## config.mk

```make
export PLATFORM = sky130hd
export DESIGN_NAME = mem_arbiter_flat
export DESIGN_NICKNAME = d
export VERILOG_FILES = /design/src/rtl/mem_arb_pkg.sv /design/src/rtl/mem_arbiter_if.sv /design/src/rtl/mem_arbiter_arb_rr2.sv /design/src/rtl/mem_arbiter.sv /design/src/flat_wrapper.sv
export SDC_FILE = /design/constraint.sdc
export NUM_CORES = 1
export LEC_CHECK = 0
export CAP_MARGIN = 10
export CORE_MARGIN = 5
export CORE_UTILIZATION = 37
export DETAILED_ROUTE_END_ITERATION = 6
export PLACE_DENSITY_LB_ADDON = 0.2
export SETUP_SLACK_MARGIN = 0.4
export SLEW_MARGIN = 15
export SYNTH_ARGS = -nofsm -noshare
export SYNTH_HDL_FRONTEND = slang
export SYNTH_HIERARCHICAL = 1
export SYNTH_SLANG_ARGS = --single-unit
```

## constraint.sdc

```tcl
create_clock -name clk -period 2.7 [get_ports clk]
set_input_delay 0.405 -clock clk [delete_from_list [all_inputs] [get_ports clk]]
set_output_delay 0.405 -clock clk [all_outputs]
set_load 0.02 [all_outputs]
```

## src/rtl/mem_arb_pkg.sv

```systemverilog
// mem_arb_pkg: shared definitions for the two-requester memory arbiter.
//   ADDR_W_DEF / DATA_W_DEF : default address and data widths
//   state_e                 : 2-bit FSM encoding (IDLE=0, ISSUE=1, WAIT_DATA=2)
//   pick_winner()           : 2-way round-robin winner selection
package mem_arb_pkg;

  localparam int ADDR_W_DEF = 8;
  localparam int DATA_W_DEF = 8;

  typedef enum logic [1:0] {
    IDLE      = 2'd0,
    ISSUE     = 2'd1,
    WAIT_DATA = 2'd2
  } state_e;

  // A lone requester always wins; with both pending the pointer decides.
  function automatic logic pick_winner(logic r0, logic r1, logic prio);
    logic idx;
    if (r0 && r1) begin
      idx = prio;
    end else begin
      idx = r1;
    end
    return idx;
  endfunction

endpackage

```

## src/rtl/mem_arbiter_if.sv

```systemverilog
// mem_arbiter_if: bundles the requester handshakes and the memory port.
//   req0/req1, we0/we1, addr0/addr1, wdata0/wdata1 : requester -> arbiter
//   ack0/ack1, rdata, busy                         : arbiter -> requester
//   mem_en, mem_we, mem_addr, mem_din              : arbiter -> memory
//   mem_dout                                       : memory -> arbiter
// Modports: slave = arbiter side, master = requester/memory side.
interface mem_arbiter_if
  import mem_arb_pkg::*;
#(
  parameter int ADDR_W = ADDR_W_DEF,
  parameter int DATA_W = DATA_W_DEF
) ();

  logic              req0;
  logic              req1;
  logic              we0;
  logic              we1;
  logic [ADDR_W-1:0] addr0;
  logic [ADDR_W-1:0] addr1;
  logic [DATA_W-1:0] wdata0;
  logic [DATA_W-1:0] wdata1;
  logic              ack0;
  logic              ack1;
  logic [DATA_W-1:0] rdata;
  logic              busy;
  logic              mem_en;
  logic              mem_we;
  logic [ADDR_W-1:0] mem_addr;
  logic [DATA_W-1:0] mem_din;
  logic [DATA_W-1:0] mem_dout;

  modport slave (
    input  req0, req1, we0, we1, addr0, addr1, wdata0, wdata1, mem_dout,
    output ack0, ack1, rdata, busy, mem_en, mem_we, mem_addr, mem_din
  );

  modport master (
    output req0, req1, we0, we1, addr0, addr1, wdata0, wdata1, mem_dout,
    input  ack0, ack1, rdata, busy, mem_en, mem_we, mem_addr, mem_din
  );

endinterface

```

## src/rtl/mem_arbiter_arb_rr2.sv

```systemverilog
// arb_rr2: two-way round-robin winner selection with its priority pointer.
//   clk, reset : clock, synchronous active-high reset (pointer -> 0)
//   req0_i     : request from requester 0
//   req1_i     : request from requester 1
//   update_i   : end-of-access strobe; moves the pointer to the loser
//   gnt_idx_o  : index of the selected requester
//   gnt_vld_o  : at least one request present
// The pointer only moves when both requests are present at the strobe, so a
// lone requester never disturbs the fairness order.
module arb_rr2
  import mem_arb_pkg::*;
(
  input  logic clk,
  input  logic reset,
  input  logic req0_i,
  input  logic req1_i,
  input  logic update_i,
  output logic gnt_idx_o,
  output logic gnt_vld_o
);

  logic prio_q;
  logic prio_d;
  logic gnt_idx_s;
  logic gnt_vld_s;

  // Winner selection and next pointer value.
  always_comb begin
    gnt_vld_s = req0_i | req1_i;
    gnt_idx_s = pick_winner(req0_i, req1_i, prio_q);
    prio_d    = prio_q;
    if (update_i && req0_i && req1_i) begin
      prio_d = ~gnt_idx_s;
    end else begin
      prio_d = prio_q;
    end
  end

  // Priority pointer register.
  always_ff @(posedge clk) begin
    if (reset) begin
      prio_q <= 1'b0;
    end else begin
      prio_q <= prio_d;
    end
  end

  assign gnt_idx_o = gnt_idx_s;
  assign gnt_vld_o = gnt_vld_s;

endmodule

```

## src/rtl/mem_arbiter.sv

```systemverilog
// mem_arbiter: shares one single-port synchronous memory between two
// requesters. Every access is IDLE -> ISSUE -> WAIT_DATA -> IDLE.
//   clk   : system clock
//   reset : synchronous active-high reset
//   bus   : mem_arbiter_if.slave (requester handshakes + memory port)
// Outputs are decoded from registered state only; rdata is a gated view of
// mem_dout because the memory already supplies one cycle of latency.
module mem_arbiter
  import mem_arb_pkg::*;
#(
  parameter int ADDR_W = ADDR_W_DEF,
  parameter int DATA_W = DATA_W_DEF
) (
  input  logic          clk,
  input  logic          reset,
  mem_arbiter_if.slave  bus
);

  state_e            state_q, state_d;
  logic              win_q, win_d;
  logic              we_q, we_d;
  logic [ADDR_W-1:0] addr_q, addr_d;
  logic [DATA_W-1:0] wdata_q, wdata_d;
  // Snapshot of both requests at the IDLE sample, replayed to the arbiter
  // at the end of the access so the pointer update sees the original
  // contention rather than whatever the requesters drive by then.
  logic              snap0_q, snap0_d;
  logic              snap1_q, snap1_d;

  logic              arb_req0_s;
  logic              arb_req1_s;
  logic              arb_upd_s;
  logic              gnt_idx_s;
  logic              gnt_vld_s;

  logic              ack0_s;
  logic              ack1_s;
  logic              busy_s;
  logic              mem_en_s;
  logic              mem_we_s;
  logic [ADDR_W-1:0] mem_addr_s;
  logic [DATA_W-1:0] mem_din_s;
  logic [DATA_W-1:0] rdata_s;

  // Live requests in IDLE, latched snapshot for the rest of the access.
  always_comb begin
    if (state_q == IDLE) begin
      arb_req0_s = bus.req0;
      arb_req1_s = bus.req1;
    end else begin
      arb_req0_s = snap0_q;
      arb_req1_s = snap1_q;
    end
    arb_upd_s = (state_q == WAIT_DATA);
  end

  arb_rr2 u_arb (
    .clk       (clk),
    .reset     (reset),
    .req0_i    (arb_req0_s),
    .req1_i    (arb_req1_s),
    .update_i  (arb_upd_s),
    .gnt_idx_o (gnt_idx_s),
    .gnt_vld_o (gnt_vld_s)
  );

  // Next-state logic and request latching.
  always_comb begin
    state_d = state_q;
    win_d   = win_q;
    we_d    = we_q;
    addr_d  = addr_q;
    wdata_d = wdata_q;
    snap0_d = snap0_q;
    snap1_d = snap1_q;
    case (state_q)
      IDLE: begin
        if (gnt_vld_s) begin
          state_d = ISSUE;
          win_d   = gnt_idx_s;
          snap0_d = bus.req0;
          snap1_d = bus.req1;
          if (gnt_idx_s == 1'b0) begin
            we_d    = bus.we0;
            addr_d  = bus.addr0;
            wdata_d = bus.wdata0;
          end else begin
            we_d    = bus.we1;
            addr_d  = bus.addr1;
            wdata_d = bus.wdata1;
          end
        end else begin
          state_d = IDLE;
        end
      end
      ISSUE:     state_d = WAIT_DATA;
      WAIT_DATA: state_d = IDLE;
      default:   state_d = IDLE;
    endcase
  end

  // State and latched-request registers.
  always_ff @(posedge clk) begin
    if (reset) begin
      state_q <= IDLE;
      win_q   <= 1'b0;
      we_q    <= 1'b0;
      addr_q  <= '0;
      wdata_q <= '0;
      snap0_q <= 1'b0;
      snap1_q <= 1'b0;
    end else begin
      state_q <= state_d;
      win_q   <= win_d;
      we_q    <= we_d;
      addr_q  <= addr_d;
      wdata_q <= wdata_d;
      snap0_q <= snap0_d;
      snap1_q <= snap1_d;
    end
  end

  // Output decode. Outputs are forced low while reset is high so that an
  // access caught by reset in ISSUE or WAIT_DATA neither writes the memory
  // nor delivers an ack.
  always_comb begin
    ack0_s     = 1'b0;
    ack1_s     = 1'b0;
    busy_s     = 1'b0;
    mem_en_s   = 1'b0;
    mem_we_s   = 1'b0;
    mem_addr_s = '0;
    mem_din_s  = '0;
    rdata_s    = '0;
    if (!reset) begin
      busy_s = (state_q != IDLE);
      case (state_q)
        ISSUE: begin
          mem_en_s   = 1'b1;
          mem_we_s   = we_q;
          mem_addr_s = addr_q;
          mem_din_s  = wdata_q;
        end
        WAIT_DATA: begin
          ack0_s  = ~win_q;
          ack1_s  = win_q;
          rdata_s = bus.mem_dout;
        end
        default: begin
          busy_s = (state_q != IDLE);
        end
      endcase
    end else begin
      busy_s = 1'b0;
    end
  end

  assign bus.ack0     = ack0_s;
  assign bus.ack1     = ack1_s;
  assign bus.busy     = busy_s;
  assign bus.mem_en   = mem_en_s;
  assign bus.mem_we   = mem_we_s;
  assign bus.mem_addr = mem_addr_s;
  assign bus.mem_din  = mem_din_s;
  assign bus.rdata    = rdata_s;

endmodule
```

## src/flat_wrapper.sv

```systemverilog
// flat-port wrapper written by rule: the top's interface ports become plain ports
module mem_arbiter_flat import mem_arb_pkg::*;
#(
  parameter int ADDR_W = ADDR_W_DEF,
  parameter int DATA_W = DATA_W_DEF
)
  (clk, reset, bus_req0, bus_req1, bus_we0, bus_we1, bus_addr0, bus_addr1, bus_wdata0, bus_wdata1, bus_mem_dout, bus_ack0, bus_ack1, bus_rdata, bus_busy, bus_mem_en, bus_mem_we, bus_mem_addr, bus_mem_din);
  mem_arbiter_if #(.ADDR_W(ADDR_W), .DATA_W(DATA_W)) bus_i ();
  input  logic clk;
  input  logic reset;
  input wire logic [$bits(bus_i.req0)-1:0] bus_req0;
  input wire logic [$bits(bus_i.req1)-1:0] bus_req1;
  input wire logic [$bits(bus_i.we0)-1:0] bus_we0;
  input wire logic [$bits(bus_i.we1)-1:0] bus_we1;
  input wire logic [$bits(bus_i.addr0)-1:0] bus_addr0;
  input wire logic [$bits(bus_i.addr1)-1:0] bus_addr1;
  input wire logic [$bits(bus_i.wdata0)-1:0] bus_wdata0;
  input wire logic [$bits(bus_i.wdata1)-1:0] bus_wdata1;
  input wire logic [$bits(bus_i.mem_dout)-1:0] bus_mem_dout;
  output wire logic [$bits(bus_i.ack0)-1:0] bus_ack0;
  output wire logic [$bits(bus_i.ack1)-1:0] bus_ack1;
  output wire logic [$bits(bus_i.rdata)-1:0] bus_rdata;
  output wire logic [$bits(bus_i.busy)-1:0] bus_busy;
  output wire logic [$bits(bus_i.mem_en)-1:0] bus_mem_en;
  output wire logic [$bits(bus_i.mem_we)-1:0] bus_mem_we;
  output wire logic [$bits(bus_i.mem_addr)-1:0] bus_mem_addr;
  output wire logic [$bits(bus_i.mem_din)-1:0] bus_mem_din;
  assign bus_i.req0 = bus_req0;
  assign bus_i.req1 = bus_req1;
  assign bus_i.we0 = bus_we0;
  assign bus_i.we1 = bus_we1;
  assign bus_i.addr0 = bus_addr0;
  assign bus_i.addr1 = bus_addr1;
  assign bus_i.wdata0 = bus_wdata0;
  assign bus_i.wdata1 = bus_wdata1;
  assign bus_i.mem_dout = bus_mem_dout;
  assign bus_ack0 = bus_i.ack0;
  assign bus_ack1 = bus_i.ack1;
  assign bus_rdata = bus_i.rdata;
  assign bus_busy = bus_i.busy;
  assign bus_mem_en = bus_i.mem_en;
  assign bus_mem_we = bus_i.mem_we;
  assign bus_mem_addr = bus_i.mem_addr;
  assign bus_mem_din = bus_i.mem_din;
  mem_arbiter #(.ADDR_W(ADDR_W), .DATA_W(DATA_W)) u_core (.clk(clk), .reset(reset), .bus(bus_i));
endmodule
```

==> flow_summary.html <==
<table>
<tr><th>Metric</th><th>Value</th></tr>
<tr><th colspan="2">Worst setup path</th></tr>
<tr><td>Arr. time, crit path</td><td>roughly 1.8 ns</td></tr>
<tr><td>Critical Path Start Type</td><td>input pin</td></tr>
<tr><td>Type of the worst setup path</td><td>in -&gt; out</td></tr>
<tr><td>Crit path max fanout</td><td>25</td></tr>
<tr><td>Endpoint required time on the critical path</td><td>2.30 ns</td></tr>
<tr><td>Critical Path End Type</td><td>primary output</td></tr>
<tr><th colspan="2">STA</th></tr>
<tr><td>Number of hold violations in the final report</td><td>0</td></tr>
<tr><td>RSZ-0062 raised after global routing</td><td>false</td></tr>
<tr><td>Max-slew violation total from the final report</td><td>0</td></tr>
<tr><td>Slew @ Worst Pin</td><td>around 0.69 ns</td></tr>
<tr><td>Final cycle utilization of the critical path</td><td>between 80% and 90%</td></tr>
<tr><td>Largest clock skew in the final design</td><td>roughly 0.011 ns</td></tr>
<tr><td>Shortest period the worst path allows</td><td>approximately 2.2 ns</td></tr>
<tr><td>Total setup violations reported at the end of the flow</td><td>0</td></tr>
<tr><td>Slew headroom</td><td>around 54%</td></tr>
<tr><td>Accumulated negative setup slack</td><td>0 ns</td></tr>
<tr><td>Achievable frequency</td><td>about 0.45 GHz</td></tr>
<tr><th colspan="2">Synthesis</th></tr>
<tr><td>Dominant combinational cell family by area after synthesis</td><td>simple AND/OR/NAND/NOR gates</td></tr>
<tr><td>Post-synthesis register bit count</td><td>23</td></tr>
<tr><td>Sequential cell area fraction in the yosys report</td><td>around 37%</td></tr>
<tr><td>Compound-cell area share of the yosys netlist</td><td>about an eighth</td></tr>
<tr><td>Yosys warnings</td><td>6</td></tr>
<tr><td>Post-Synth Adder-Cell Area</td><td>0%</td></tr>
<tr><td>Post-Syn Area</td><td>about 0.0012 mm²</td></tr>
<tr><td>Area fraction of the dominant cell type after synthesis</td><td>37.3%</td></tr>
<tr><td>Multiplexer share of the synthesized area</td><td>around a fifth</td></tr>
<tr><td>Top cells by area, synth</td><td>sky130_fd_sc_hd__dfxtp_1 (37%), sky130_fd_sc_hd__mux2i_1 (16%), sky130_fd_sc_hd__and2_1 (13%)</td></tr>
<tr><td>Count of distinct cell types in the synthesized netlist</td><td>20</td></tr>
<tr><td>Largest area contributor in the synthesized netlist</td><td>sky130_fd_sc_hd__dfxtp_1</td></tr>
<tr><td>Syn Area/Cell</td><td>between 9 and 10 µm²</td></tr>
<tr><td>Post-synthesis share of cell area spent on and, or, nand and nor gates</td><td>26.5%</td></tr>
<tr><td>Number of nets in the synthesized netlist</td><td>180</td></tr>
<tr><td>Post-synthesis instance total</td><td>134</td></tr>
<tr><td>Share of the synthesized netlist area taken by xor and xnor gates</td><td>0%</td></tr>
<tr><th colspan="2">CTS</th></tr>
<tr><td>Level count of the clock H-tree</td><td>1</td></tr>
<tr><td>TritonCTS Sinks</td><td>23</td></tr>
<tr><td>Maximum root-to-sink buffer count</td><td>2</td></tr>
<tr><td>Number of buffers added by the clock tree synthesis step</td><td>3</td></tr>
<tr><td>Buffer type at the clock tree root</td><td>sky130_fd_sc_hd__clkbuf_4</td></tr>
<tr><td>Number of hold-repair buffers added at the cts stage</td><td>0</td></tr>
<tr><td>Clk slew on worst S/H paths</td><td>0.14 ns</td></tr>
<tr><td>Latest clock arrival within the worst-skew pair</td><td>0.31 ns</td></tr>
<tr><td>Clock tree from TritonCTS</td><td>built</td></tr>
<tr><th colspan="2">Min path</th></tr>
<tr><td>Path class of the lowest-slack min-delay path</td><td>reg -&gt; reg</td></tr>
<tr><th colspan="2">Final layout</th></tr>
<tr><td>NumNets Final</td><td>roughly 260</td></tr>
<tr><td># diodes</td><td>0</td></tr>
<tr><td>Share of the core filled with cells in the final layout</td><td>between 60% and 70%</td></tr>
<tr><td>Most common cell after layout, fill and taps aside</td><td>sky130_fd_sc_hd__clkdlybuf4s50_1</td></tr>
<tr><td>Area overhead of the layout relative to synthesis</td><td>67.3%</td></tr>
<tr><td>Commonest cells after routing, fill and taps aside</td><td>sky130_fd_sc_hd__clkdlybuf4s50_1 (46), sky130_fd_sc_hd__dlygate4sd2_1 (27), sky130_fd_sc_hd__and2_1 (26)</td></tr>
<tr><td># fillers</td><td>between 300 and 400</td></tr>
<tr><td>Final instance area</td><td>just over 0.002 mm²</td></tr>
<tr><td>Fraction of final layout cells sized beyond drive strength 1</td><td>about an eighth</td></tr>
<tr><th colspan="2">Route</th></tr>
<tr><td>Remaining number of nets flagged by the antenna check after routing</td><td>0</td></tr>
<tr><td>Post-detailed-route via-to-cell ratio</td><td>4.71</td></tr>
<tr><td>First-pass iteration count of the detailed router</td><td>4</td></tr>
<tr><td>Avg WL per Cell</td><td>around 14 µm</td></tr>
<tr><td>Drc violations</td><td>0</td></tr>
<tr><td>Starting DRC count in detailed routing</td><td>32</td></tr>
<tr><td>Total wire length after detailed routing</td><td>roughly 3500 µm</td></tr>
<tr><td>Total via count in the routed design</td><td>around 1200</td></tr>
<tr><th colspan="2">Die</th></tr>
<tr><td>Total number of placement rows</td><td>21</td></tr>
<tr><td>Placeable core region</td><td>about 0.0033 mm²</td></tr>
<tr><td>Floorplan die area</td><td>between 0.004 and 0.005 mm²</td></tr>
<tr><td>Horizontal die dimension</td><td>about 68 µm</td></tr>
<tr><td>Boundary Pins</td><td>75</td></tr>
<tr><td>Die height</td><td>67.7 µm</td></tr>
<tr><td>Starting utilization of the core area</td><td>37.6%</td></tr>
<tr><th colspan="2">GRT</th></tr>
<tr><td>Maximum number of pins on one net before global-route repair</td><td>26</td></tr>
<tr><td>Number of antenna violations at the first check in global routing</td><td>0</td></tr>
<tr><td>Total routing resource utilization after global routing</td><td>around 15%</td></tr>
<tr><td>Vias in the first global route</td><td>around 1200</td></tr>
<tr><td>Global route total overflow</td><td>0</td></tr>
<tr><td>Wire length of the first global-routing pass</td><td>approximately 5300 µm</td></tr>
<tr><th colspan="2">Place</th></tr>
<tr><td>Detailed placer's ending HPWL</td><td>between 2000 and 3000 µm</td></tr>
<tr><td>GP Congestion</td><td>0.786</td></tr>
<tr><td>Cell area after placement</td><td>0.00202 mm²</td></tr>
<tr><td>Count of buffers inserted at the top-level ports</td><td>between 70 and 80</td></tr>
<tr><th colspan="2">Power</th></tr>
<tr><td>Leak</td><td>approximately 0.96 nW</td></tr>
<tr><td>Worst vdd ir</td><td>around 0.25 mV</td></tr>
<tr><td>Power per cell area</td><td>534 mW/mm²</td></tr>
<tr><th colspan="2">Job</th></tr>
<tr><td>MaxCap Viol Count</td><td>0</td></tr>
<tr><th colspan="2">Status</th></tr>
<tr><td>Run status</td><td>finished, final reports clean</td></tr>
</table>
state kept, by name, summed over array words and instances, names as in the netlist:
register / flops
u_core/addr_q: 8
u_core/snap0_q: 1
u_core/snap1_q: 1
u_core/state_q: 2
u_core/u_arb/prio_q: 1
u_core/wdata_q: 8
u_core/we_q: 1
u_core/win_q: 1
synth_stat cells:
cell type	number
sky130_fd_sc_hd__or2_2	1
sky130_fd_sc_hd__mux2i_1	20
sky130_fd_sc_hd__buf_4	3
sky130_fd_sc_hd__buf_2	3
sky130_fd_sc_hd__and2b_1	2
sky130_fd_sc_hd__nor2_1	23
sky130_fd_sc_hd__a211oi_1	15
sky130_fd_sc_hd__mux2_4	1
sky130_fd_sc_hd__nand3_1	1
sky130_fd_sc_hd__and2_1	26
sky130_fd_sc_hd__a21boi_0	1
sky130_fd_sc_hd__nor3b_1	1
sky130_fd_sc_hd__inv_1	1
sky130_fd_sc_hd__buf_6	1
sky130_fd_sc_hd__nor3b_2	2
sky130_fd_sc_hd__nor2b_1	3
sky130_fd_sc_hd__a211oi_2	2
sky130_fd_sc_hd__dfxtp_1	23
sky130_fd_sc_hd__mux2_2	2
sky130_fd_sc_hd__clkbuf_1	3
power by group:
part / total [mW] / internal [mW] / switching (mW)
registers: 0.459 / 0.416 / 0.0433
logic: 0.485 / 0.254 / 0.231
clock network: 0.159 / 0.0552 / 0.104
total: 1.10 / 0.725 / 0.378
stage by stage:
step | instances | worst slack [ns] | hold slack [ns] | power, mW
global route | 258 | 0.411 | 0.529 | 1.19
finish | 258 | 0.498 | 0.505 | 1.10
detailed placement | 249 | 0.123 | 0.490 | 0.928
CTS | 253 | 0.319 | 0.505 | 1.07
floorplan | 134 | 0.808 | 0.456 | 0.766
global placement | 249 | 0.195 | 0.474 | 0.908
routing by layer:
layer,GRT usage (%),routed length [µm],vias to the layer above
met2,28.4,1740,48
met1,15.9,1360,550
met4,3.80,16,0
met3,4.66,391,2
li1,-,-,614
met5,0,0,-
worst paths after layout:
kind	from	to	slack, ns	cells past startpoint
max	reset	bus_busy	0.50	4
min	u_core/addr_q[5]	u_core/addr_q[5]	0.51	2
max reg2reg	u_core/state_q[0]	u_core/snap0_q	0.60	7
min reg2reg	u_core/addr_q[5]	u_core/addr_q[5]	0.51	2
final cells by class:
class / count / area, µm² / share of cell area (%)
repair buffers: 83 / 781 / 37.8
multi-input cells: 101 / 733 / 35.5
flip-flops and latches: 23 / 462 / 22.4
well taps: 46 / 57.6 / 2.79
clock buffers: 3 / 22.5 / 1.09
clock inverters: 1 / 5.00 / 0.242
inverters: 1 / 3.75 / 0.182
worst max-delay path, cell delays in order:
cell,delay (ns)
sky130_fd_sc_hd__clkdlybuf4s50_1,0.46
sky130_fd_sc_hd__buf_6,0.20
sky130_fd_sc_hd__nor2_1,0.11
sky130_fd_sc_hd__clkdlybuf4s50_1,0.62
what timing repair did:
item                                    4_1_cts  5_1_grt
gates cloned                                  0        1
resized for setup                            29        2
hold endpoints to repair                      0        0
endpoints found under the setup margin       38       13
buffers inserted                              0        4
cell families (layout without fill, tap and decap cells):
logic type / Yosys count / after routing
buffers and inverters: 11 / 88
and+or+nand+nor: 59 / 60
DFF: 23 / 23
AOI/OAI and AO/OA: 18 / 18
muxes: 23 / 23
Note: power is estimated with default switching activity, not from simulation.
